## config.mk

```make
export PLATFORM = sky130hd
export DESIGN_NAME = uart_rx
export DESIGN_NICKNAME = d
export VERILOG_FILES = /design/src/rtl/uart_rx.sv
export SDC_FILE = /design/constraint.sdc
export NUM_CORES = 1
export LEC_CHECK = 0
export CORE_UTILIZATION = 40
export DETAILED_ROUTE_END_ITERATION = 8
export SYNTH_ARGS = -nofsm -noshare
export SYNTH_HDL_FRONTEND = slang
export SYNTH_SLANG_ARGS = --single-unit
export TNS_END_PERCENT = 30
```

## constraint.sdc

```tcl
create_clock -name clk -period 3.1 [get_ports clk]
set_input_delay 0.62 -clock clk [delete_from_list [all_inputs] [get_ports clk]]
set_output_delay 0.62 -clock clk [all_outputs]
set_load 0.02 [all_outputs]
```

## src/rtl/uart_rx.sv

```systemverilog
// ============================================================================
//  Module   : uart_rx
//  Purpose  : 8N1-style serial receiver, LSB first, AXI-stream word output
//             with single-cycle overrun / framing error pulses.
//  Revision : 1.0 - initial release
// ============================================================================
`default_nettype none

module uart_rx #(
    parameter int DATA_WIDTH = 8
) (
    input  logic                  clk,
    input  logic                  rst,
    output logic [DATA_WIDTH-1:0] output_axi_tdata,
    output logic                  output_axi_tvalid,
    input  logic                  output_axi_tready,
    input  logic                  rxd,
    output logic                  busy,
    output logic                  overrun_error,
    output logic                  frame_error,
    input  logic [15:0]           prescale
);

    localparam int c_BIT_W = (DATA_WIDTH > 1) ? $clog2(DATA_WIDTH) : 1;
    localparam logic [c_BIT_W-1:0] c_LAST_BIT = c_BIT_W'(DATA_WIDTH - 1);

    localparam logic [2:0] c_IDLE      = 3'd0;
    localparam logic [2:0] c_START     = 3'd1;
    localparam logic [2:0] c_DATA      = 3'd2;
    localparam logic [2:0] c_STOP      = 3'd3;
    localparam logic [2:0] c_WAIT_HIGH = 3'd4;

    logic                  r_sync1;
    logic                  r_rxd_s;
    logic [2:0]            r_state;
    logic [18:0]           r_cnt;
    logic [18:0]           r_period_m1;
    logic [DATA_WIDTH-1:0] r_shift;
    logic [c_BIT_W-1:0]    r_bit_idx;
    logic [DATA_WIDTH-1:0] r_tdata;
    logic                  r_tvalid;
    logic                  r_overrun;
    logic                  r_frame_err;

    logic [2:0]            w_state_next;
    logic [18:0]           w_cnt_next;
    logic [18:0]           w_period_m1_next;
    logic [DATA_WIDTH-1:0] w_shift_next;
    logic [c_BIT_W-1:0]    w_bit_next;
    logic                  w_word_done;
    logic                  w_frame_err;
    logic                  w_tick;
    logic [15:0]           w_ps_eff;
    logic [DATA_WIDTH:0]   w_cat;

    assign w_ps_eff = (prescale == 16'd0) ? 16'd1 : prescale;
    assign w_tick   = (r_cnt == 19'd0);
    assign w_cat    = {r_rxd_s, r_shift};

    always_comb begin
        w_state_next     = r_state;
        w_cnt_next       = w_tick ? r_cnt : r_cnt - 19'd1;
        w_period_m1_next = r_period_m1;
        w_shift_next     = r_shift;
        w_bit_next       = r_bit_idx;
        w_word_done      = 1'b0;
        w_frame_err      = 1'b0;
        case (r_state)
            c_IDLE: begin
                if (!r_rxd_s) begin
                    // Counter expires on the start-bit centre, half a bit after the edge.
                    w_state_next     = c_START;
                    w_cnt_next       = {1'b0, w_ps_eff, 2'b00} - 19'd1;
                    w_period_m1_next = {w_ps_eff, 3'b000} - 19'd1;
                end
            end
            c_START: begin
                if (w_tick) begin
                    if (r_rxd_s) begin
                        w_state_next = c_IDLE;
                    end else begin
                        w_state_next = c_DATA;
                        w_cnt_next   = r_period_m1;
                        w_bit_next   = '0;
                    end
                end
            end
            c_DATA: begin
                if (w_tick) begin
                    w_shift_next = w_cat[DATA_WIDTH:1];
                    w_cnt_next   = r_period_m1;
                    if (r_bit_idx == c_LAST_BIT) begin
                        w_state_next = c_STOP;
                    end else begin
                        w_bit_next = r_bit_idx + c_BIT_W'(1);
                    end
                end
            end
            c_STOP: begin
                if (w_tick) begin
                    if (r_rxd_s) begin
                        w_word_done  = 1'b1;
                        w_state_next = c_IDLE;
                    end else begin
                        w_frame_err  = 1'b1;
                        w_state_next = c_WAIT_HIGH;
                    end
                end
            end
            c_WAIT_HIGH: begin
                if (r_rxd_s) begin
                    w_state_next = c_IDLE;
                end
            end
            default: begin
                w_state_next = c_IDLE;
            end
        endcase
    end

    always_ff @(posedge clk) begin
        if (rst) begin
            r_sync1     <= 1'b1;
            r_rxd_s     <= 1'b1;
            r_state     <= c_IDLE;
            r_cnt       <= '0;
            r_period_m1 <= '0;
            r_shift     <= '0;
            r_bit_idx   <= '0;
            r_tdata     <= '0;
            r_tvalid    <= 1'b0;
            r_overrun   <= 1'b0;
            r_frame_err <= 1'b0;
        end else begin
            r_sync1     <= rxd;
            r_rxd_s     <= r_sync1;
            r_state     <= w_state_next;
            r_cnt       <= w_cnt_next;
            r_period_m1 <= w_period_m1_next;
            r_shift     <= w_shift_next;
            r_bit_idx   <= w_bit_next;
            r_frame_err <= w_frame_err;
            r_overrun   <= 1'b0;
            if (w_word_done) begin
                // A word accepted this same cycle frees the slot, so no overrun.
                r_tdata   <= r_shift;
                r_tvalid  <= 1'b1;
                r_overrun <= r_tvalid & ~output_axi_tready;
            end else if (r_tvalid && output_axi_tready) begin
                r_tvalid <= 1'b0;
            end
        end
    end

    assign output_axi_tdata  = r_tdata;
    assign output_axi_tvalid = r_tvalid;
    assign busy              = (r_state != c_IDLE);
    assign overrun_error     = r_overrun;
    assign frame_error       = r_frame_err;

endmodule

`default_nettype wire

```

## After elaboration in Yosys (flattened, before gate mapping)

Cells that the tools add are included.

| word-level totals | value |
|---|---|
| bits in registers | 65 |
| bits of input ports | 20 |
| output and inout port bits | 12 |
| word-level logic and storage cells | 74 |

| cells by class | value |
|---|---|
| add/subtract/negate cells | 4 |
| eq/ne operators | 13 |
| muxes and demuxes | 27 |
| bitwise logic cells | 6 |
| reductions and logical operators | 13 |

Operators with widths:

| cell | number |
|---|---|
| $mux W19 | 5 |
| $pmux W19 S3 | 1 |
| $sub A19 B1 Y19 const B | 2 |
| $mux W3 | 11 |
| $logic_not A19 Y1 | 1 |
| $sub A18 B1 Y19 const B | 1 |
| $logic_not A16 Y1 | 1 |
| $mux W16 | 1 |
| $ne A2 B2 Y1 const B | 8 |
| $pmux W3 S5 | 1 |
| $eq A3 B2 Y1 const B | 2 |
| $eq A3 B3 Y1 const B | 2 |
| $mux W1 | 6 |
| $pmux W3 S2 | 1 |
| $reduce_and A6 Y1 | 1 |
| $not A1 Y1 | 5 |
| $reduce_and A5 Y1 | 1 |
| $reduce_and A2 Y1 | 2 |
| $reduce_bool A2 Y1 | 2 |
| $add A3 B1 Y3 const B | 1 |
| $eq A3 B1 Y1 const B | 1 |
| $logic_not A3 Y1 | 1 |
| $reduce_bool A3 Y1 | 1 |
| $reduce_or A3 Y1 | 1 |
| 4 further kinds | 4 |

## Longest topological paths before layout

| depth | value |
|---|---|
| depth after elaboration | 5 |
| gate-level depth with buffers | 10 |
| depth with buffers taken out | 10 |

## Worst setup path before layout

Ideal clock, no wire load.

| timing | value |
|---|---|
| path type | input-to-reg |
| start point | in prescale[2] |
| end point | reg r_cnt[10] |
| setup time | 0.128 ns |
| arrival time | 2.345 ns |
| data required time | 2.972 ns |
| setup slack | 0.628 ns |
| stages | 10 |
| buffers on the path | 0 |
| cell sequence | nor4_2 nand2_1 nor4_1 nor2_1 ha_1 nand3_1 xor2_1 nor2_1 a221oi_1 nor2_1 |

| between the ends | value |
|---|---|
| word-level cells in the longest chain between the ends | 5 |

Ends and longest elaborated chain:

| what | line | text |
|---|---|---|
| from (decl) | 21 | `input logic [15:0] prescale` |
| $logic_not A16 Y1 | 56 | `assign w_ps_eff = (prescale == 16'd0) ? 16'd1 : prescale;` |
| $mux W16 * | 56 |  |
| $sub A18 B1 Y19 * | 73 | `w_cnt_next = {1'b0, w_ps_eff, 2'b00} - 19'd1;` |
| $mux W19 * | 70 | `if (!r_rxd_s) begin` |
| $pmux W19 S3 * | 68 | `case (r_state)` |
| to (signal assigned) | 138 | `r_cnt <= w_cnt_next;` |
| to (decl) | 36 | `logic [18:0] r_cnt;` |

Mark *: on every way between the ends. The rest lies on a longest branch, timed or not.
A chain may end at the register's enable or synchronous reset.

## Final worst setup path

| timing | value |
|---|---|
| start point | in prescale[12] |
| end point | reg r_cnt[10] |

| between the ends | value |
|---|---|
| word-level cells in the longest chain between the ends | 5 |

Ends and longest elaborated chain:

| what | line |
|---|---|
| $logic_not A16 Y1 | 56 |
| $mux W16 | 56 |
| $sub A18 B1 Y19 | 73 |
| $mux W19 | 70 |
| $pmux W19 S3 | 68 |

Every way passes these cells.

==> metrics.md <==
| Metric | Value |
|---|---|
| Initial antenna violation count | 0 |
| Maximum fanout along the worst path | 4 |
| Slowest CP cell | sky130_fd_sc_hd__clkdlybuf4s50_1 |
| Post-synthesis cell count | 401 |
| Type of the worst min-delay path | reg -> reg |
| Horizontal die dimension | 92.2 um |
| Arrival time at the worst endpoint | 2.90 ns |
| Number of top-level pins | 32 |
| Floorplan die area | 8500 um2 |
| Vertical die dimension | 92.2 um |
| P&R area growth vs syn | 21.8% |
| Nets | 465 |
| Share of the cycle needed by the critical path after routing | 86.9% |
| Post-detailed-route via-to-cell ratio | 5.34 |
| Least-Margin Pin Slew | 0.791 ns |
| Relative slew margins | 47.2% |
| Count of buffers inserted at the top-level ports | 31 |
| Leakage power total | 1.54 nW |
| Switching share of power | 39.1% |
| Std cell rows | 32 |
| Switching power summed over all nets | 1.27 mW |
| Final worst path period need | 2.69 ns |
| Largest cells by area after synthesis | sky130_fd_sc_hd__dfxtp_1, sky130_fd_sc_hd__nand2_1, sky130_fd_sc_hd__nor2_1 |
| Root buffer selected by CTS | sky130_fd_sc_hd__clkbuf_8 |
| Clock tree from TritonCTS | built |
| Initial core utilization | 41.7% |
| Remaining routing DRC violations | 0 |
| Part of the Yosys area used for sequential elements | 38.8% |
| Leading cell type in the layout, fill and taps excluded | sky130_fd_sc_hd__dfxtp_1 |
| Overall via count from detail_route | 2923 |
| H-tree levels | 3 |
| Distinct cell type count after synthesis | 46 |
| Placeable core area | 7810 um2 |
| Fraction of final layout cells with drive strength greater than 1 | 11.0% |
| Final wirelength | 7.73 mm |
| Setup repair after global routing missed its margin | no |
| Dpl hpwl | 5.49 mm |
| Routability-driven placement congestion ratio | 0.869 |
| Synth async-reset ratio | 0% |
| Post-CTS setup-driven buffer insertion count | 0 |
| Final-report max-slew violation count | 0 |
| Clk slew on worst S/H paths | 0.07 ns |
| Startpoint type of the worst setup path | input pin |
| Area fraction of the dominant cell type after synthesis | 38.8% |
| CP Class | in -> reg |
| Capturing element type of the critical path | flip-flop |
| Seq cells post-synth | 63 |
| Count of flip-flops with a built-in enable after synthesis | 0 |
| Post-CTS Resized | 0 |
| Power Internal | 1.98 mW |
| Most used cell along the critical path | sky130_fd_sc_hd__nor2_1 |
| Post-route design area | 3960 um2 |
| Final Hold Vio Count | 0 |
| Net count after synthesis | 426 |
| First-pass GRT wire length | 13.2 mm |
| Most instantiated flip-flop cell in the synthesis netlist | sky130_fd_sc_hd__dfxtp_1 |
| Largest stage delay on the critical path | 0.42 ns |
| Maximum capacitance violations | 0 |
| Share of total power in the clock network | 24.6% |
| Setup-failing EPs final | 0 |
| TritonCTS sink count | 63 |
| Antenna Nets Post-Route | 0 |
| Flop pwr share | 33.4% |
| Maximum vdd drop | 0.000371 V |
| Routed wire per std cell | 14.1 um |
| Commonest cells after routing, fill and taps aside | sky130_fd_sc_hd__dfxtp_1, sky130_fd_sc_hd__nand2_1, sky130_fd_sc_hd__nor2_1 |
| Synth area leader | sky130_fd_sc_hd__dfxtp_1 |
| Total Negative Setup Slacks | 0 ns |
| Synthesized cell area | 3250 um2 |
| Worst path cell trace | clkdlybuf4s50_1 -> nor4_1 -> nand2_1 -> nor4_1 -> nor2_1 -> ha_1 -> nand3_1 -> xor2_1 -> nor2_1 -> a221oi_1 -> nor2_1 |
| Pin count of the biggest net entering global routing | 43 |
| Post-Route Skew | 0.0111 ns |
| Iteration-0 DRC Markers | 156 |
| Power Density | 818 nW/um2 |
| Detailed Routing Iterations Pass 1 | 4 |
| Hold slack | 0.420 ns |
| Instance area after placement | 3740 um2 |
| Source-to-sink clock delay at the later pin of the worst-skew pair | 0.35 ns |
| Count of warnings emitted by yosys | 0 |
| Number of buffers inserted during clock tree synthesis | 9 |
| Via count of the first global-routing pass | 2821 |
| Required @ worst endpoint | 3.30 ns |
| F_max | 371 MHz |
| Inserted Diodes | 0 |
| Global routing usage summed across all routing layers | 19.8% |
| Status | finished clean |
| Remaining global-route overflow | 0 |
| Post-synthesis average cell area | 8.11 um2 |
| Total of hold buffers inserted after clock tree synthesis | 0 |
| CTS max path bufs | 2 |
| Part of the power in combinational logic | 42.0% |
sequential cells by signal (all words and copies together) (netlist names):
name               cells
r_period_m1           17
r_rxd_s                1
r_state                3
frame_error            1
r_sync1                1
r_bit_idx              3
r_shift                8
overrun_error          1
r_cnt                 19
output_axi_tvalid      1
output_axi_tdata       8
metal layers:
metal  track usage (%)  part of all wire (%)
met4              11.1                   2.7
met2              31.2                    45
met5                 0                     0
met3              3.73                   4.8
met1              25.4                    47
cell families (layout without fill, tap and decap cells):
family / Yosys count / count (layout) / synth area share, %
mux: 21 / 21 / 6.54
buf+inv: 28 / 72 / 3.46
flops: 63 / 63 / 38.8
fa+ha+maj: 5 / 5 / 1.92
simple gates: 189 / 189 / 30.0
compound gates: 76 / 76 / 14.2
xor+xnor: 19 / 19 / 5.12
layout make-up:
cell class	instances	area (um2)
multi-input cells	310	1890
clock inverters	5	81.3
repair buffers	49	440
well taps	102	128
inverters	7	26.3
clock buffers	11	141
flip-flops and latches	63	1260
fillers	784	3840
worst max-delay path, delay by kind of cell:
| family | cells | cell delay, ns |
|---|---|---|
| adders and majority gates | 1 | 0.25 |
| and+or+nand+nor | 7 | 1.23 |
| buffers and inverters | 1 | 0.42 |
| xor gates and xnor gates | 1 | 0.16 |
| AOI/OAI and AO/OA | 1 | 0.22 |
synthesized netlist by cell type (all sizes together) (8+ instances only):
master / number
dfxtp: 63
nand2: 62
nor2: 55
a21oi: 30
mux2i: 19
nor3: 18
clkbuf: 17
nor4: 13
a31oi: 11
o21ai: 11
xnor2: 11
nand3: 8
xor2: 8
power by group through the flow:
stage | Combinational (mW) | Sequential [mW] | Clock, mW
finish | 1.36 | 1.08 | 0.799
global route | 1.50 | 1.10 | 0.851
CTS | 1.37 | 1.08 | 0.817
detailed placement | 1.36 | 1.10 | 0
global placement | 1.35 | 1.10 | 0
floorplan | 1.06 | 1.06 | 0
through the flow:
step	utilization, %	std cells	setup WS (ns)	total power, mW
2_1_floorplan	-	401	0.628	2.12
3_3_place_gp	47.9	531	0.112	2.44
3_5_place_dp	47.9	531	0.0000437	2.45
4_1_cts	50.8	547	0.365	3.27
5_1_grt	50.8	547	0.160	3.46
6_report	50.8	547	0.407	3.24
path summary, 6_finish.rpt:
kind,slack [ns],start,cells after the start,endpoint
setup / recovery,0.41,prescale[12],11,r_cnt[10]
setup reg to reg,0.68,r_cnt[0],8,r_cnt[16]
hold reg to reg,0.42,r_sync1,1,r_rxd_s
hold / removal,0.42,r_sync1,1,r_rxd_s
Note: power is estimated with default switching activity, not from simulation.
